`src/rtl/bin2bcd_dabble_ctrl.sv`:
```
// Sequential shift-and-add-3 binary-to-BCD converter with start/busy/done handshake.
// Optional BIN2BCD_FAST_EN merges the correction and shift steps into one cycle per bit.
module bin2bcd_dabble_ctrl #(
  parameter int unsigned W      = 8,
  parameter int unsigned DIGITS = 3
) (
  input  logic                  clk,
  input  logic                  rst,
  input  logic                  start,
  input  logic [W-1:0]          bin_in,
  output logic                  busy,
  output logic                  done,
  output logic [4*DIGITS-1:0]   bcd_out,
  output logic                  ovf
);

  localparam int unsigned BW = 4 * DIGITS;
  localparam int unsigned RW = BW + W;
  localparam int unsigned CW = $clog2(W + 1);

`ifdef BIN2BCD_FAST_EN
  typedef enum logic [1:0] {IDLE, STEP, DONE} state_t;
`else
  typedef enum logic [1:0] {IDLE, ADJ, SHIFT, DONE} state_t;
`endif

  state_t          state_q, state_d;
  logic [RW-1:0]   work_q, work_d;
  logic [CW-1:0]   cnt_q, cnt_d;
  logic            flag_q, flag_d;
  logic [BW-1:0]   bcd_q, bcd_d;
  logic            ovf_q, ovf_d;
  logic            done_q, done_d;
  logic [RW-1:0]   work_adj;

  // Per-digit plus-three correction; digits are independent, no carry between them.
  function automatic logic [RW-1:0] add3(input logic [RW-1:0] r);
    logic [RW-1:0] o;
    logic [3:0]    dig;
    o = r;
    for (int unsigned d = 0; d < DIGITS; d++) begin
      dig = r[W + 4*d +: 4];
      if (dig >= 4'd5) o[W + 4*d +: 4] = dig + 4'd3;
    end
    return o;
  endfunction

  assign work_adj = add3(work_q);

  always_ff @(posedge clk) begin
    if (rst) begin
      state_q <= IDLE;
      work_q  <= '0;
      cnt_q   <= '0;
      flag_q  <= 1'b0;
      bcd_q   <= '0;
      ovf_q   <= 1'b0;
      done_q  <= 1'b0;
    end else begin
      state_q <= state_d;
      work_q  <= work_d;
      cnt_q   <= cnt_d;
      flag_q  <= flag_d;
      bcd_q   <= bcd_d;
      ovf_q   <= ovf_d;
      done_q  <= done_d;
    end
  end

  always_comb begin
    state_d = state_q;
    work_d  = work_q;
    cnt_d   = cnt_q;
    flag_d  = flag_q;
    bcd_d   = bcd_q;
    ovf_d   = ovf_q;
    done_d  = 1'b0;
    unique case (state_q)
      IDLE, DONE: begin
        // Result registers and the done pulse update on the edge that leaves DONE,
        // so a back-to-back start still publishes the finished result.
        if (state_q == DONE) begin
          bcd_d  = work_q[RW-1:W];
          ovf_d  = flag_q;
          done_d = 1'b1;
        end
        state_d = IDLE;
        if (start) begin
          work_d         = '0;
          work_d[W-1:0]  = bin_in;
          cnt_d          = '0;
          flag_d         = 1'b0;
`ifdef BIN2BCD_FAST_EN
          state_d        = STEP;
`else
          state_d        = ADJ;
`endif
        end
      end
`ifdef BIN2BCD_FAST_EN
      STEP: begin
        flag_d  = flag_q | work_adj[RW-1];
        work_d  = {work_adj[RW-2:0], 1'b0};
        cnt_d   = cnt_q + 1'b1;
        state_d = (cnt_q == CW'(W - 1)) ? DONE : STEP;
      end
`else
      ADJ: begin
        work_d  = work_adj;
        state_d = SHIFT;
      end
      SHIFT: begin
        flag_d  = flag_q | work_q[RW-1];
        work_d  = {work_q[RW-2:0], 1'b0};
        cnt_d   = cnt_q + 1'b1;
        state_d = (cnt_q == CW'(W - 1)) ? DONE : ADJ;
      end
`endif
      default: state_d = IDLE;
    endcase
  end

`ifdef BIN2BCD_FAST_EN
  assign busy = (state_q == STEP);
`else
  assign busy = (state_q == ADJ) || (state_q == SHIFT);
`endif
  assign done    = done_q;
  assign bcd_out = bcd_q;
  assign ovf     = ovf_q;

endmodule

```
`config.mk`:
```
export PLATFORM = sky130hd
export DESIGN_NAME = bin2bcd_dabble_ctrl
export DESIGN_NICKNAME = d
export VERILOG_FILES = /design/src/rtl/bin2bcd_dabble_ctrl.sv
export SDC_FILE = /design/constraint.sdc
export NUM_CORES = 1
export LEC_CHECK = 0
export BUFFER_PORTS_ARGS = -buffer_cell sky130_fd_sc_hd__buf_4
export CORE_ASPECT_RATIO = 1.25
export CORE_UTILIZATION = 51
export CTS_CLUSTER_DIAMETER = 120
export DETAILED_ROUTE_END_ITERATION = 12
export GPL_TIMING_DRIVEN = 0
export PLACE_DENSITY = 0.74
export SLEW_MARGIN = 10
export SYNTH_ARGS = -nofsm -noshare
export SYNTH_HDL_FRONTEND = slang
export SYNTH_SLANG_ARGS = --single-unit
export TNS_END_PERCENT = 30
```
`constraint.sdc`:
```
create_clock -name clk -period 1.5 [get_ports clk]
set_clock_uncertainty 0.2 [all_clocks]
set_input_delay 0.225 -clock clk [delete_from_list [all_inputs] [get_ports clk]]
set_output_delay 0.225 -clock clk [all_outputs]
set_load 0.1 [all_outputs]
```
**Word-level counts from Yosys, hierarchy flattened**

Cells that the tools add are included.

- Register bits after elaboration: 41
- Input port bits: 11
- Output and inout bits: 15
- Logic and storage cells: 52

- Add/subtract/negate cells: 4
- Magnitude comparators: 3
- Equal/unequal tests: 8
- Muxes and demuxes: 13
- Bitwise logic cells: 3
- Reductions and logical operators: 11

Operators with widths:

| operator | number |
|---|---|
| $pmux 20 s3 | 1 |
| $mux 20 | 1 |
| $mux 4 | 4 |
| $add 4x2->4 const B | 3 |
| $ge 4x3->1 const B | 3 |
| $reduce_and 2->1 | 6 |
| $ne 2x2->1 const B | 4 |
| $pmux 4 s2 | 1 |
| $pmux 2 s3 | 1 |
| $add 4x1->4 const B | 1 |
| $eq 2x2->1 const B | 2 |
| $eq 4x3->1 const B | 1 |
| $reduce_or 2->1 | 2 |
| $mux 1 | 3 |
| $eq 2x1->1 const B | 1 |
| $logic_not 2->1 | 1 |
| $mux 2 | 1 |
| $not 1->1 | 2 |
| $pmux 1 s2 | 1 |
| $reduce_bool 2->1 | 1 |
| $logic_or 1x1->1 | 1 |
| $or 1x1->1 | 1 |

**Logic depth before layout (Yosys ltp)**

- Depth after elaboration: 4
- Depth in mapped cells: 7

**Least setup slack after synthesis**

Ideal clock, no wire load.

- Path type: register -> register
- From: reg state_q[0]
- To: reg work_q[6]
- Setup time: 123 ps
- Arrival time: 1704 ps
- Data required time: 1177 ps
- Path slack: -527 ps
- Stages on the path, launching flop included: 8
- Cell sequence: dfxtp_1 -> inv_1 -> ha_1 -> inv_1 -> buf_2 -> a21oi_1 -> a311oi_1 -> nor3_1

- Word-level cells in the longest chain between the ends: 4
- Elaborated cells between the ends (all ways): 9
- Classes of those cells: eq/ne: 4; mux: 1; bitwise: 1; reduce/logical: 3

Ends and longest elaborated chain:

| item | RTL line | text |
|---|---|---|
| start, declared | 27 | `state_t state_q, state_d;` |
| start signal, assigned | 60 | `state_q <= state_d;` |
| $eq 2x2->1 / $logic_not 2->1 (equally long branches) | 78 | `unique case (state_q)` |
| $reduce_or 2->1 | 78 |  |
| $ne 2x2->1 (no line) | -- |  |
| $reduce_and 2->1 (no line) | -- |  |
| end signal, assigned | 61 | `work_q <= work_d;` |
| end, declared | 28 | `logic [RW-1:0] work_q, work_d;` |

Parallel ways exist; a longest one is shown, timed or not.
A chain may end at the register's enable or synchronous reset.

**Worst setup path after layout**

- From: reg state_q[1]
- To: out busy

- Word-level cells in the longest chain between the ends: 2
- Elaborated cells between the ends (all ways): 3
- Classes of those cells: eq/ne: 2; reduce/logical: 1

Ends and longest elaborated chain:

| item | RTL line | text |
|---|---|---|
| $eq 2x1->1 / $eq 2x2->1 (equally long branches) | 126 | `assign busy = (state_q == ADJ) \|\| (state_q == SHIFT);` |
| $logic_or 1x1->1 (*) | 126 |  |
| end, declared | 11 | `output logic busy,` |

Mark *: on every way between the ends. The rest lies on a longest branch, timed or not.

==> impl_metrics.json <==
{
  "routedWlPerCell_um": 16.1,
  "cts_num_sinks": 41,
  "synthToLayoutAreaGrowth_pct": 43.7,
  "worst_hold_path.num_cells": 3,
  "hold_class": "in2reg",
  "drc_errors": 0,
  "r2r_cells": 6,
  "yosysMostFrequentCell": "dfxtp_1",
  "synth_top_area_frac": 0.396,
  "path_cells": "ha_4 -> inv_8 -> buf_12",
  "syn_avg_cell_area_um2": 8.56,
  "drt_iter0_markers": 99,
  "cp.depth": 3,
  "leakage_nw": 1.10,
  "finalPower_mw": 2.92,
  "path_buf_inv": 2,
  "clk_pin_slew_ns": 0.08,
  "yosys.area.top_type": "dfxtp_1",
  "switching_share": 0.282,
  "peakVddDrop_mv": 0.707,
  "timing.rr.start": "state_q[0]$_SDFF_PP0_",
  "drt_first_pass_iters": 5,
  "seq_area_frac_synth": 0.396,
  "synthTopCellsByCount": "dfxtp_1 (41), nor2_1 (28), a21oi_1 (22)",
  "syn_inst": 242,
  "violations": "setup timing",
  "ys_ff_latch": 41,
  "start_kind": "flop",
  "max_freq_mhz": 599,
  "start_util": 0.538,
  "antenna_found_initial": 0,
  "grt_max_degree": 16,
  "grt_usage": 0.252,
  "rsz0062_at_grt": "true",
  "antenna_cells": 0,
  "timing.hold.worst.start": "bin_in[0]",
  "synth-async-reset-ratio": 0,
  "cts_root_buf": "clkbuf_8",
  "avgViaCountPerCell": 5.74,
  "layout_setup_ws_ns": -0.169,
  "worstPathRequired_ns": 1.07,
  "worstPathArrival_ns": 1.24,
  "power.density_mw_per_mm2": 983,
  "crit_type": "reg2out",
  "ant_nets": 0,
  "ioPinCount": 26,
  "grt_pass1_wl_mm": 8.11,
  "tritoncts": "done",
  "dp_hpwl_mm": 2.98,
  "clockBufferDepth": 2,
  "syn_area_mm2": 0.00207,
  "synth_edf_count": 0,
  "clk_latency_ns": 0.30,
  "core_mm2": 0.00385,
  "die_w_um": 59.0,
  "dieArea_mm2": 0.00432,
  "p_switching_mw": 0.825,
  "chipHeight_um": 73.2,
  "whs_ns": 0.0278,
  "hold_viol": 0,
  "min_period_ns": 1.67,
  "syn-num-nets": 263,
  "slew_violations": 0,
  "cp-startpoint": "state_q[1]$_SDFF_PP0_",
  "routed_wl_mm": 5.49,
  "p_comb_frac": 0.236,
  "rows": 25,
  "max_cap_violations": 0,
  "seqPwrFrac": 0.395,
  "slowest_stage": "dfxtp_4",
  "critPathTopFamily": "flip-flops",
  "worstMarginPinSlew_ns": 0.700,
  "grt_overflow": 0,
  "status": "finished with violations",
  "portBuffers": 24,
  "yosysUniqueCellTypes": 31,
  "gp_congestion": 0.846,
  "nets": 306,
  "synthFlopType": "dfxtp_1",
  "fin_tns_setup_ns": -3.02,
  "setup_viol": 34,
  "ys_top_cells_by_area": "dfxtp_1 (40%), mux2i_1 (6.3%), ha_1 (6.0%)",
  "internal_power_mw": 2.10,
  "end_kind": "output port",
  "numCtsBuffers": 5,
  "max_stage_delay_ns": 0.37,
  "htree_num_levels": 2,
  "ys.warnings.count": 0,
  "grt_pass1_vias": 1758,
  "crit_path_max_fanout": 15,
  "slew_headroom": 0.533,
  "period_share": 1.11,
  "drive_gt1_frac": 0.388,
  "vias": 1950,
  "p_clk_frac": 0.369
}
## final timing paths
| kind | to | slack (ns) |
|---|---|---|
| max reg2reg | work_q[14]$_SDFFE_PP0P_ | -0.14 |
| min reg2reg | work_q[0]$_SDFFE_PP0P_ | 0.29 |
| max | busy | -0.17 |
| min | work_q[0]$_SDFFE_PP0P_ | 0.03 |
## registers in the layout (all words and copies together) (netlist names)
signal / count
ovf: 1
bcd_out: 12
state_q: 2
cnt_q: 4
flag_q: 1
done: 1
work_q: 20
## worst min-delay path, stage by stage
cell and delay, ns:
buf_4 0.11, nand4b_1 0.09, a21oi_1 0.06
## cell usage in the layout (no fill, tap or decap), types with 5 or more instances in the layout
master	netlist	routed
nor3_1	10	10
mux2i_1	13	13
a21oi_2	3	6
a22oi_1	9	6
or3_1	9	6
inv_1	20	14
a21oi_1	22	16
dfxtp_1	41	33
dfxtp_4	0	7
o21ai_1	0	12
ha_4	0	5
inv_2	0	5
nand2b_4	0	6
nor2_1	28	28
buf_4	0	33
buf_12	0	6
clkbuf_8	0	7
## power by group through the flow
stage               clock network (mW)  registers [mW]  logic, mW
finish                            1.08            1.16      0.689
global route                      1.14            1.16      0.734
CTS                               1.09            1.16      0.573
detailed placement                   0            1.19      0.482
global placement                     0            1.19      0.478
floorplan                            0            1.18      0.379
## timing repair
action                                 in CTS  in global routing
hold buffers                                0                  0
setup buffers                               9                  3
resized for setup                          34                 45
gates cloned                                1                  1
pin swaps                                   5                 20
setup endpoints to repair                  36                 36
endpoints found under the hold margin       0                  0
## layer usage
| metal | GRT usage | vias to the layer above | wire (um) |
|---|---|---|---|
| met4 | 0.116 | 0 | 139 |
| met5 | 0 | - | 0 |
| met2 | 0.386 | 66 | 2680 |
| met3 | 0.0532 | 13 | 257 |
| met1 | 0.336 | 930 | 2410 |
| li1 | - | 941 | - |
## area by class of cell
class | count | area (um^2)
sequential | 41 | 848
clock inverter | 3 | 65.1
tap | 54 | 67.6
fill | 256 | 871
timing repair buffer | 38 | 335
clock buffer | 5 | 68.8
multi-input combinational | 163 | 1320
buffer | 16 | 185
inverter | 20 | 82.6
## through the flow
stage               utilization  setup WS, ns  area [um^2]  cells
CTS                       0.712        -0.179         2740    337
detailed placement        0.625        -0.179         2410    320
global route              0.774        -0.223         2980    340
floorplan                     -       -0.0264         2160    242
finish                    0.774        -0.169         2980    340
global placement          0.625        -0.159         2410    320
## kinds of logic (layout without fill, tap and decap cells)
logic type / after synthesis / count (layout) / synth area share
buf+inv: 38 / 82 / 0.0894
flops: 41 / 41 / 0.396
compound gates: 68 / 68 / 0.213
simple gates: 69 / 69 / 0.165
mux: 13 / 13 / 0.0628
fa+ha+maj: 10 / 10 / 0.0604
xor+xnor: 3 / 3 / 0.0127
No activity file was read; power rests on OpenSTA's default activity.
